==> config.mk <==
export PLATFORM = sky130hd
export DESIGN_NAME = motion_control_flat
export DESIGN_NICKNAME = d
export VERILOG_FILES = /design/src/rtl/motion_control_if.sv /design/src/rtl/motion_control.sv /design/src/flat_wrapper.sv
export SDC_FILE = /design/constraint.sdc
export NUM_CORES = 1
export LEC_CHECK = 0
export ABC_AREA = 1
export CAP_MARGIN = 20
export CORE_MARGIN = 4
export CORE_UTILIZATION = 34
export DETAILED_ROUTE_END_ITERATION = 6
export PLACE_DENSITY = 0.56
export SLEW_MARGIN = 15
export SYNTH_ARGS = -nofsm -noshare
export SYNTH_HDL_FRONTEND = slang
export SYNTH_SLANG_ARGS = --single-unit
==> constraint.sdc <==
create_clock -name clk -period 3.1 [get_ports clk]
set_input_delay 0.465 -clock clk [delete_from_list [all_inputs] [get_ports clk]]
set_output_delay 0.465 -clock clk [all_outputs]
set_load 0.01 [all_outputs]
==> src/rtl/motion_control_if.sv <==
// Request and status bundle between the button-latch stage and the motion sequencer.
interface motion_control_if;
  logic [13:0] floorButton;
  logic [9:1]  internalButton;
  logic [2:0]  currentFloor;
  logic [1:0]  currentDirection;
  logic        doorState;
  logic        move;
  logic        buttonEnable;

  // Button-latch side: drives requests, observes car status.
  modport master (
    output floorButton, internalButton,
    input  currentFloor, currentDirection, doorState, move, buttonEnable
  );

  // Sequencer side.
  modport slave (
    input  floorButton, internalButton,
    output currentFloor, currentDirection, doorState, move, buttonEnable
  );
endinterface

==> src/rtl/motion_control.sv <==
// Collective-scheduling motion and door sequencer for a 7-floor elevator car.
// Define DOOR_BUTTON_EN to enable the car door-open/door-close buttons.
module motion_control #(
  parameter int unsigned TRAVEL_CYCLES = 4,
  parameter int unsigned DOOR_CYCLES   = 6
) (
  input  logic            clk,
  input  logic            reset,
  motion_control_if.slave bus
);
  localparam int unsigned TIMER_W    = 8;
  localparam int unsigned FLOOR_W    = 3;
  localparam int unsigned NUM_FLOORS = 7;

  localparam logic [1:0] DIR_STOP = 2'b00;
  localparam logic [1:0] DIR_UP   = 2'b10;
  localparam logic [1:0] DIR_DOWN = 2'b01;

  localparam logic [TIMER_W-1:0] TRAVEL_LOAD  = TIMER_W'(TRAVEL_CYCLES - 1);
  localparam logic [TIMER_W-1:0] DOOR_LOAD    = TIMER_W'(DOOR_CYCLES - 1);
  localparam logic [FLOOR_W-1:0] TOP_FLOOR    = FLOOR_W'(NUM_FLOORS);
  localparam logic [FLOOR_W-1:0] BOTTOM_FLOOR = FLOOR_W'(1);

  typedef enum logic [1:0] {IDLE = 2'd0, MOVING = 2'd1, DOOR_OPEN = 2'd2} state_t;

  state_t               state, state_nxt;
  logic [TIMER_W-1:0]   timer, timer_nxt;
  logic [FLOOR_W-1:0]   floor, floor_nxt;
  logic [1:0]           dir, dir_nxt;
  logic                 door, door_nxt;
  logic                 mv, mv_nxt;
  logic                 be, be_nxt;

  logic [NUM_FLOORS:0]  car, hall_up, hall_dn, req_at;
  logic                 req_above, req_below, beyond, stop_here, reopen;
  logic [FLOOR_W-1:0]   step;
  logic [1:0]           go_dir;

  // Per-floor request decode; index 0 is unused so floor numbers index directly.
  always_comb begin
    car     = '0;
    hall_up = '0;
    hall_dn = '0;
    for (int unsigned f = 1; f <= NUM_FLOORS; f++) begin
      car[FLOOR_W'(f)]     = bus.internalButton[4'(f)];
      hall_dn[FLOOR_W'(f)] = bus.floorButton[4'(2 * f - 2)];
      hall_up[FLOOR_W'(f)] = bus.floorButton[4'(2 * f - 1)];
    end
    req_at = car | hall_up | hall_dn;
  end

  // Floor reached at the end of the current leg, and whether the car should stop there.
  always_comb begin
    step = floor;
    if (dir == DIR_UP && floor != TOP_FLOOR)
      step = floor + FLOOR_W'(1);
    else if (dir == DIR_DOWN && floor != BOTTOM_FLOOR)
      step = floor - FLOOR_W'(1);

    req_above = 1'b0;
    req_below = 1'b0;
    beyond    = 1'b0;
    for (int unsigned g = 1; g <= NUM_FLOORS; g++) begin
      if (req_at[FLOOR_W'(g)] && FLOOR_W'(g) > floor) req_above = 1'b1;
      if (req_at[FLOOR_W'(g)] && FLOOR_W'(g) < floor) req_below = 1'b1;
      if (req_at[FLOOR_W'(g)] && dir == DIR_UP   && FLOOR_W'(g) > step) beyond = 1'b1;
      if (req_at[FLOOR_W'(g)] && dir == DIR_DOWN && FLOOR_W'(g) < step) beyond = 1'b1;
    end

    stop_here = car[step] | !beyond |
                ((dir == DIR_UP) ? hall_up[step] : hall_dn[step]);
  end

`ifdef DOOR_BUTTON_EN
  assign reopen = bus.internalButton[8];
`else
  assign reopen = 1'b0;
`endif

  // Next-state and registered-output logic.
  always_comb begin
    state_nxt = state;
    timer_nxt = timer;
    floor_nxt = floor;
    dir_nxt   = dir;
    door_nxt  = door;
    mv_nxt    = mv;
    go_dir    = DIR_STOP;

    case (state)
      IDLE: begin
        door_nxt = 1'b0;
        mv_nxt   = 1'b0;
        if (req_at[floor] || reopen) begin
          state_nxt = DOOR_OPEN;
          timer_nxt = DOOR_LOAD;
          door_nxt  = 1'b1;
          if (hall_up[floor])      dir_nxt = DIR_UP;
          else if (hall_dn[floor]) dir_nxt = DIR_DOWN;
        end else begin
          if ((dir == DIR_UP && req_above) || (dir == DIR_DOWN && req_below)) go_dir = dir;
          else if (req_above)                                                 go_dir = DIR_UP;
          else if (req_below)                                                 go_dir = DIR_DOWN;
          dir_nxt = go_dir;
          if (go_dir != DIR_STOP) begin
            state_nxt = MOVING;
            timer_nxt = TRAVEL_LOAD;
            mv_nxt    = 1'b1;
          end
        end
      end

      MOVING: begin
        if (timer != '0) begin
          timer_nxt = timer - TIMER_W'(1);
        end else begin
          floor_nxt = step;
          if (stop_here || step == TOP_FLOOR || step == BOTTOM_FLOOR || dir == DIR_STOP) begin
            state_nxt = DOOR_OPEN;
            timer_nxt = DOOR_LOAD;
            door_nxt  = 1'b1;
            mv_nxt    = 1'b0;
          end else begin
            timer_nxt = TRAVEL_LOAD;
          end
        end
      end

      DOOR_OPEN: begin
`ifdef DOOR_BUTTON_EN
        if (bus.internalButton[8]) begin
          timer_nxt = DOOR_LOAD;
        end else if (timer == '0) begin
          state_nxt = IDLE;
          door_nxt  = 1'b0;
        end else if (bus.internalButton[9]) begin
          timer_nxt = '0;
        end else begin
          timer_nxt = timer - TIMER_W'(1);
        end
`else
        if (timer == '0) begin
          state_nxt = IDLE;
          door_nxt  = 1'b0;
        end else begin
          timer_nxt = timer - TIMER_W'(1);
        end
`endif
      end

      default: begin
        state_nxt = IDLE;
        door_nxt  = 1'b0;
        mv_nxt    = 1'b0;
      end
    endcase

    be_nxt = (state_nxt != state) || (state_nxt == DOOR_OPEN);
  end

  always_ff @(posedge clk or negedge reset) begin
    if (!reset) begin
      state <= IDLE;
      timer <= '0;
      floor <= BOTTOM_FLOOR;
      dir   <= DIR_STOP;
      door  <= 1'b0;
      mv    <= 1'b0;
      be    <= 1'b0;
    end else begin
      state <= state_nxt;
      timer <= timer_nxt;
      floor <= floor_nxt;
      dir   <= dir_nxt;
      door  <= door_nxt;
      mv    <= mv_nxt;
      be    <= be_nxt;
    end
  end

  assign bus.currentFloor     = floor;
  assign bus.currentDirection = dir;
  assign bus.doorState        = door;
  assign bus.move             = mv;
  assign bus.buttonEnable     = be;
endmodule

==> src/flat_wrapper.sv <==
// flat-port wrapper written by rule: the top's interface ports become plain ports
module motion_control_flat 
#(
  parameter int unsigned TRAVEL_CYCLES = 4,
  parameter int unsigned DOOR_CYCLES   = 6
)
  (clk, reset, bus_floorButton, bus_internalButton, bus_currentFloor, bus_currentDirection, bus_doorState, bus_move, bus_buttonEnable);
  motion_control_if bus_i ();
  input  logic clk;
  input  logic reset;
  input wire logic [$bits(bus_i.floorButton)-1:0] bus_floorButton;
  input wire logic [$bits(bus_i.internalButton)-1:0] bus_internalButton;
  output wire logic [$bits(bus_i.currentFloor)-1:0] bus_currentFloor;
  output wire logic [$bits(bus_i.currentDirection)-1:0] bus_currentDirection;
  output wire logic [$bits(bus_i.doorState)-1:0] bus_doorState;
  output wire logic [$bits(bus_i.move)-1:0] bus_move;
  output wire logic [$bits(bus_i.buttonEnable)-1:0] bus_buttonEnable;
  assign bus_i.floorButton = bus_floorButton;
  assign bus_i.internalButton = bus_internalButton;
  assign bus_currentFloor = bus_i.currentFloor;
  assign bus_currentDirection = bus_i.currentDirection;
  assign bus_doorState = bus_i.doorState;
  assign bus_move = bus_i.move;
  assign bus_buttonEnable = bus_i.buttonEnable;
  motion_control #(.TRAVEL_CYCLES(TRAVEL_CYCLES), .DOOR_CYCLES(DOOR_CYCLES)) u_core (.clk(clk), .reset(reset), .bus(bus_i));
endmodule
==> impl_metrics.env <==
export IMPL_nets=400
export IMPL_grt_total_usage=0.1658
export IMPL_fin_area_mm2=0.002489
export IMPL_met2_usage=0.2373
export IMPL_syn_avg_cell_area_um2=6.206
export IMPL_drc=0
export IMPL_period_share=0.8728
export IMPL_cts_tree="yes"
export IMPL_synthMuxAreaShare=0
export IMPL_synth_main_ff_cell="dfrtp_1"
export IMPL_hold_class="register to register"
export IMPL_cts_sinks=18
export IMPL_drive_above_1_share=0.09366
export IMPL_holdPathStages=2
export IMPL_cpPeakStageDelay_ns=0.64
export IMPL_ys_types=34
export IMPL_synth_xor_area_frac=0.02581
export IMPL_clock_skew_final_ns=0.001876
export IMPL_crit_chain="inv_2 -> nand2_1 -> nand2_4 -> nand2_1 -> nand3_1 -> nand2_2 -> inv_1 -> nand2_1 -> nand2_1 -> nand2_1 -> a21oi_1 -> nor2_2 -> nand2_2 -> nand2_2 -> nand2_2 -> nand2_2 -> nand2_1 -> nand2_1 -> nand3_1"
export IMPL_wire_per_inst_um=13.53
export IMPL_cts_hold_buf=0
export IMPL_power_leakage_nw=1.235
export IMPL_yosysTopAreaCell="dfrtp_1"
export IMPL_cts_buffer_depth=2
export IMPL_critPathKind="register to register"
export IMPL_endpoint="u_core.bus.buttonEnable$_DFF_PN0_"
export IMPL_synth_top_family_by_area="simple AND/OR/NAND/NOR gates"
export IMPL_cts_made_buffers=3
export IMPL_ctsResizeCount=0
export IMPL_grt_pass1_vias=2089
export IMPL_ios=33
export IMPL_yosys_area_share_simple=0.4278
export IMPL_place_hpwl_um=4698
export IMPL_area_delta_synth_final_pct=22.25
export IMPL_vdd_ir_drop_worst_uv=546.5
export IMPL_clk_pin_slew_ns=0.07
export IMPL_place_area_mm2=0.002434
export IMPL_power_density_mw_per_mm2=1095
export IMPL_finalCoreUtilization=0.4411
export IMPL_path_buf_inv=2
export IMPL_initial_core_util=0.3608
export IMPL_overflow=0
export IMPL_synthCells=328
export IMPL_dieArea_mm2=0.007290
export IMPL_crit_top_cell="nand2_1"
export IMPL_critical_path_cell_count=19
export IMPL_maxCapViolations=0
export IMPL_post_cts_buffers=0
export IMPL_whs_ns=0.4920
export IMPL_synth_compound_area_frac=0.1573
export IMPL_ff2ff_setup_slack_ns=0.39
export IMPL_worstPathArrival_ns=2.85
export IMPL_postSynthRegisterBits=18
export IMPL_grt_max_degree=19
export IMPL_rr_worst_depth=19
export IMPL_period_needed_ns=2.706
export IMPL_status="completed"
export IMPL_relSlewSlack=0.4569
export IMPL_die_y_um=85.38
export IMPL_yosysSeqAreaShare=0.2219
export IMPL_rows=27
export IMPL_cts_htree_levels=1
export IMPL_vias_per_cell=5.225
export IMPL_drv_slew=0
export IMPL_die_w_um=85.38
export IMPL_synth_edf_count=0
export IMPL_cts_root_buf="clkbuf_8"
export IMPL_synthArstFlopShare=1.000
export IMPL_r2r_start="u_core.bus.currentFloor[2]$_DFFE_PN0P_"
export IMPL_finalHoldViolCount=0
export IMPL_nFillCells=583
export IMPL_antenna_cells=0
export IMPL_firstDrtPassIters=5
export IMPL_cp_top_family="simple AND/OR/NAND/NOR gates"
export IMPL_antenna_found_initial=0
export IMPL_cp_end_kind="register"
export IMPL_core_area_mm2=0.005642
export IMPL_start_kind="register"
export IMPL_ant_nets=0
export IMPL_cp_startpoint="u_core.bus.currentFloor[2]$_DFFE_PN0P_"
export IMPL_wl_um=5885
export IMPL_worstPathMaxFanout=14
export IMPL_grt_busiest_layer="met1"
export IMPL_timing_rr_end="u_core.bus.buttonEnable$_DFF_PN0_"
export IMPL_insertion_delay_ns=0.26
export IMPL_tns_ns=0
export IMPL_synth_warnings=0
export IMPL_met3_usage=0.03010
export IMPL_synth_area_top_cells="dfrtp_1, nand2_1, nand3_1"
export IMPL_synth_top_area_frac=0.2090
export IMPL_drtIter0Drc=146
export IMPL_synth_fa_ha_area_frac=0.06761
export IMPL_syn_area_mm2=0.002036
export IMPL_rsz0062_at_grt="false"
export IMPL_crit_path_top_delay_cell="dfrtp_1"
export IMPL_max_freq_mhz=369.6
export IMPL_portBuffers=30
export IMPL_vias=2273
export IMPL_critPathRequiredTime_ns=3.24
export IMPL_gp_congestion=0.9529
export IMPL_synth_nets=364
export IMPL_worst_pin_slew_ns=0.8121
export IMPL_final_setup_viol_count=0
export IMPL_grtUsageMet1=0.2541
export IMPL_grt_pass1_wl_um=9956
-- metrics by stage --
| step | worst slack (ns) | std cells | total power, mW |
|---|---|---|---|
| 2_1_floorplan | 0.5095 | 328 | 2.022 |
| 3_3_place_gp | 0.3933 | 431 | 2.532 |
| 3_5_place_dp | 0.3881 | 431 | 2.521 |
| 4_1_cts | 0.4019 | 435 | 2.733 |
| 5_1_grt | 0.06721 | 435 | 3.076 |
| 6_report | 0.3942 | 435 | 2.725 |
-- metal layers --
layer | vias up | routed length (um)
li1 | 1152 | -
met1 | 1025 | 2933
met2 | 82 | 2437
met3 | 14 | 387
met4 | 0 | 127
met5 | - | 0
-- cell usage in the layout (no fill, tap or decap) --
| master | n |
|---|---|
| nand2_1 | 101 |
| inv_1 | 38 |
| nand3_1 | 33 |
| clkdlybuf4s50_1 | 30 |
| nor2_1 | 27 |
| o21ai_0 | 22 |
| dfrtp_1 | 17 |
| a21oi_1 | 13 |
| ha_1 | 11 |
| nor3_1 | 8 |
| inv_2 | 6 |
| nand2_2 | 6 |
| buf_4 | 6 |
| o41ai_1 | 5 |
| nand2_4 | 4 |
| xor2_1 | 4 |
| clkbuf_8 | 4 |
| nor2_2 | 3 |
| o21ai_1 | 3 |
| nand4_1 | 3 |
| o2111ai_1 | 3 |
| xnor2_1 | 2 |
| o211ai_1 | 2 |
| nor2_4 | 1 |
| nand3b_4 | 1 |
| nand3_4 | 1 |
| or2_1 | 1 |
| nand3_2 | 1 |
| a31oi_1 | 1 |
| a41oi_1 | 1 |
| a22oi_1 | 1 |
| a221oi_1 | 1 |
| o31ai_1 | 1 |
| o22ai_1 | 1 |
| dfstp_2 | 1 |
-- worst register-to-register path, stage by stage, from the launching register on --
cell	delay [ns]
dfrtp_1	0.64
inv_2	0.18
nand2_1	0.20
nand2_4	0.09
nand2_1	0.06
nand3_1	0.07
nand2_2	0.21
inv_1	0.17
nand2_1	0.10
nand2_1	0.05
nand2_1	0.05
a21oi_1	0.07
nor2_2	0.19
nand2_2	0.09
nand2_2	0.09
nand2_2	0.07
nand2_2	0.07
nand2_1	0.05
nand2_1	0.06
nand3_1	0.07
-- logic make-up (layout without fill, tap and decap cells) --
family | Yosys count | after routing
flip-flops | 18 | 18
AND/OR/NAND/NOR | 190 | 190
adder cells (fa/ha/maj) | 11 | 11
AO/OA/AOI/OAI | 54 | 54
buffers and inverters | 49 | 84
XOR/XNOR | 6 | 6
-- where the power goes --
group          switching, mW  internal, mW
clock network         0.0823         0.113
registers              0.115         0.338
logic                   1.33         0.743
total                   1.53          1.19
-- cell type report --
| type | instances | area, um2 | area share |
|---|---|---|---|
| Inverter | 44 | 165.2 | 0.06636 |
| Clock buffer | 4 | 55.05 | 0.02212 |
| Multi-Input combinational cell | 261 | 1381 | 0.5551 |
| Tap cell | 72 | 90.09 | 0.03620 |
| Timing Repair Buffer | 36 | 345.3 | 0.1388 |
| Sequential cell | 18 | 451.7 | 0.1815 |
-- worst min-delay path by stage --
| stage | endpoint | slack (ns) | from |
|---|---|---|---|
| 4_1_cts | u_core.bus.move$_DFFE_PN0P_ | 0.50 | u_core.bus.move$_DFFE_PN0P_ |
| 3_5_place_dp | u_core.bus.move$_DFFE_PN0P_ | 0.48 | u_core.bus.move$_DFFE_PN0P_ |
| 3_3_place_gp | u_core.bus.move$_DFFE_PN0P_ | 0.47 | u_core.bus.move$_DFFE_PN0P_ |
| 2_1_floorplan | u_core.bus.buttonEnable$_DFF_PN0_ | 0.17 | reset |
| 6_report | u_core.bus.move$_DFFE_PN0P_ | 0.49 | u_core.bus.move$_DFFE_PN0P_ |
| 5_1_grt | u_core.bus.move$_DFFE_PN0P_ | 0.54 | u_core.bus.move$_DFFE_PN0P_ |
-- sequential cells by signal, summed over array words and instances (netlist names) --
register,cells
u_core.state,2
u_core.bus.currentDirection,2
u_core.bus.currentFloor,3
u_core.bus.move,1
u_core.bus.doorState,1
u_core.timer,8
u_core.bus.buttonEnable,1
-- cell usage after synthesis (2+ instances only) --
| master | number |
|---|---|
| dfrtp_1 | 17 |
| nand2_4 | 4 |
| o2111ai_1 | 3 |
| a21oi_1 | 13 |
| inv_2 | 6 |
| o41ai_1 | 5 |
| nor2_2 | 3 |
| nand3_1 | 33 |
| nand4_1 | 3 |
| buf_2 | 3 |
| inv_1 | 38 |
| xor2_1 | 4 |
| o21ai_1 | 3 |
| nand2_1 | 101 |
| nor3_1 | 8 |
| nor2_1 | 27 |
| ha_1 | 11 |
| o21ai_0 | 22 |
| xnor2_1 | 2 |
| o211ai_1 | 2 |
| nand2_2 | 6 |
| buf_6 | 2 |
Note: power is estimated with default switching activity, not from simulation.
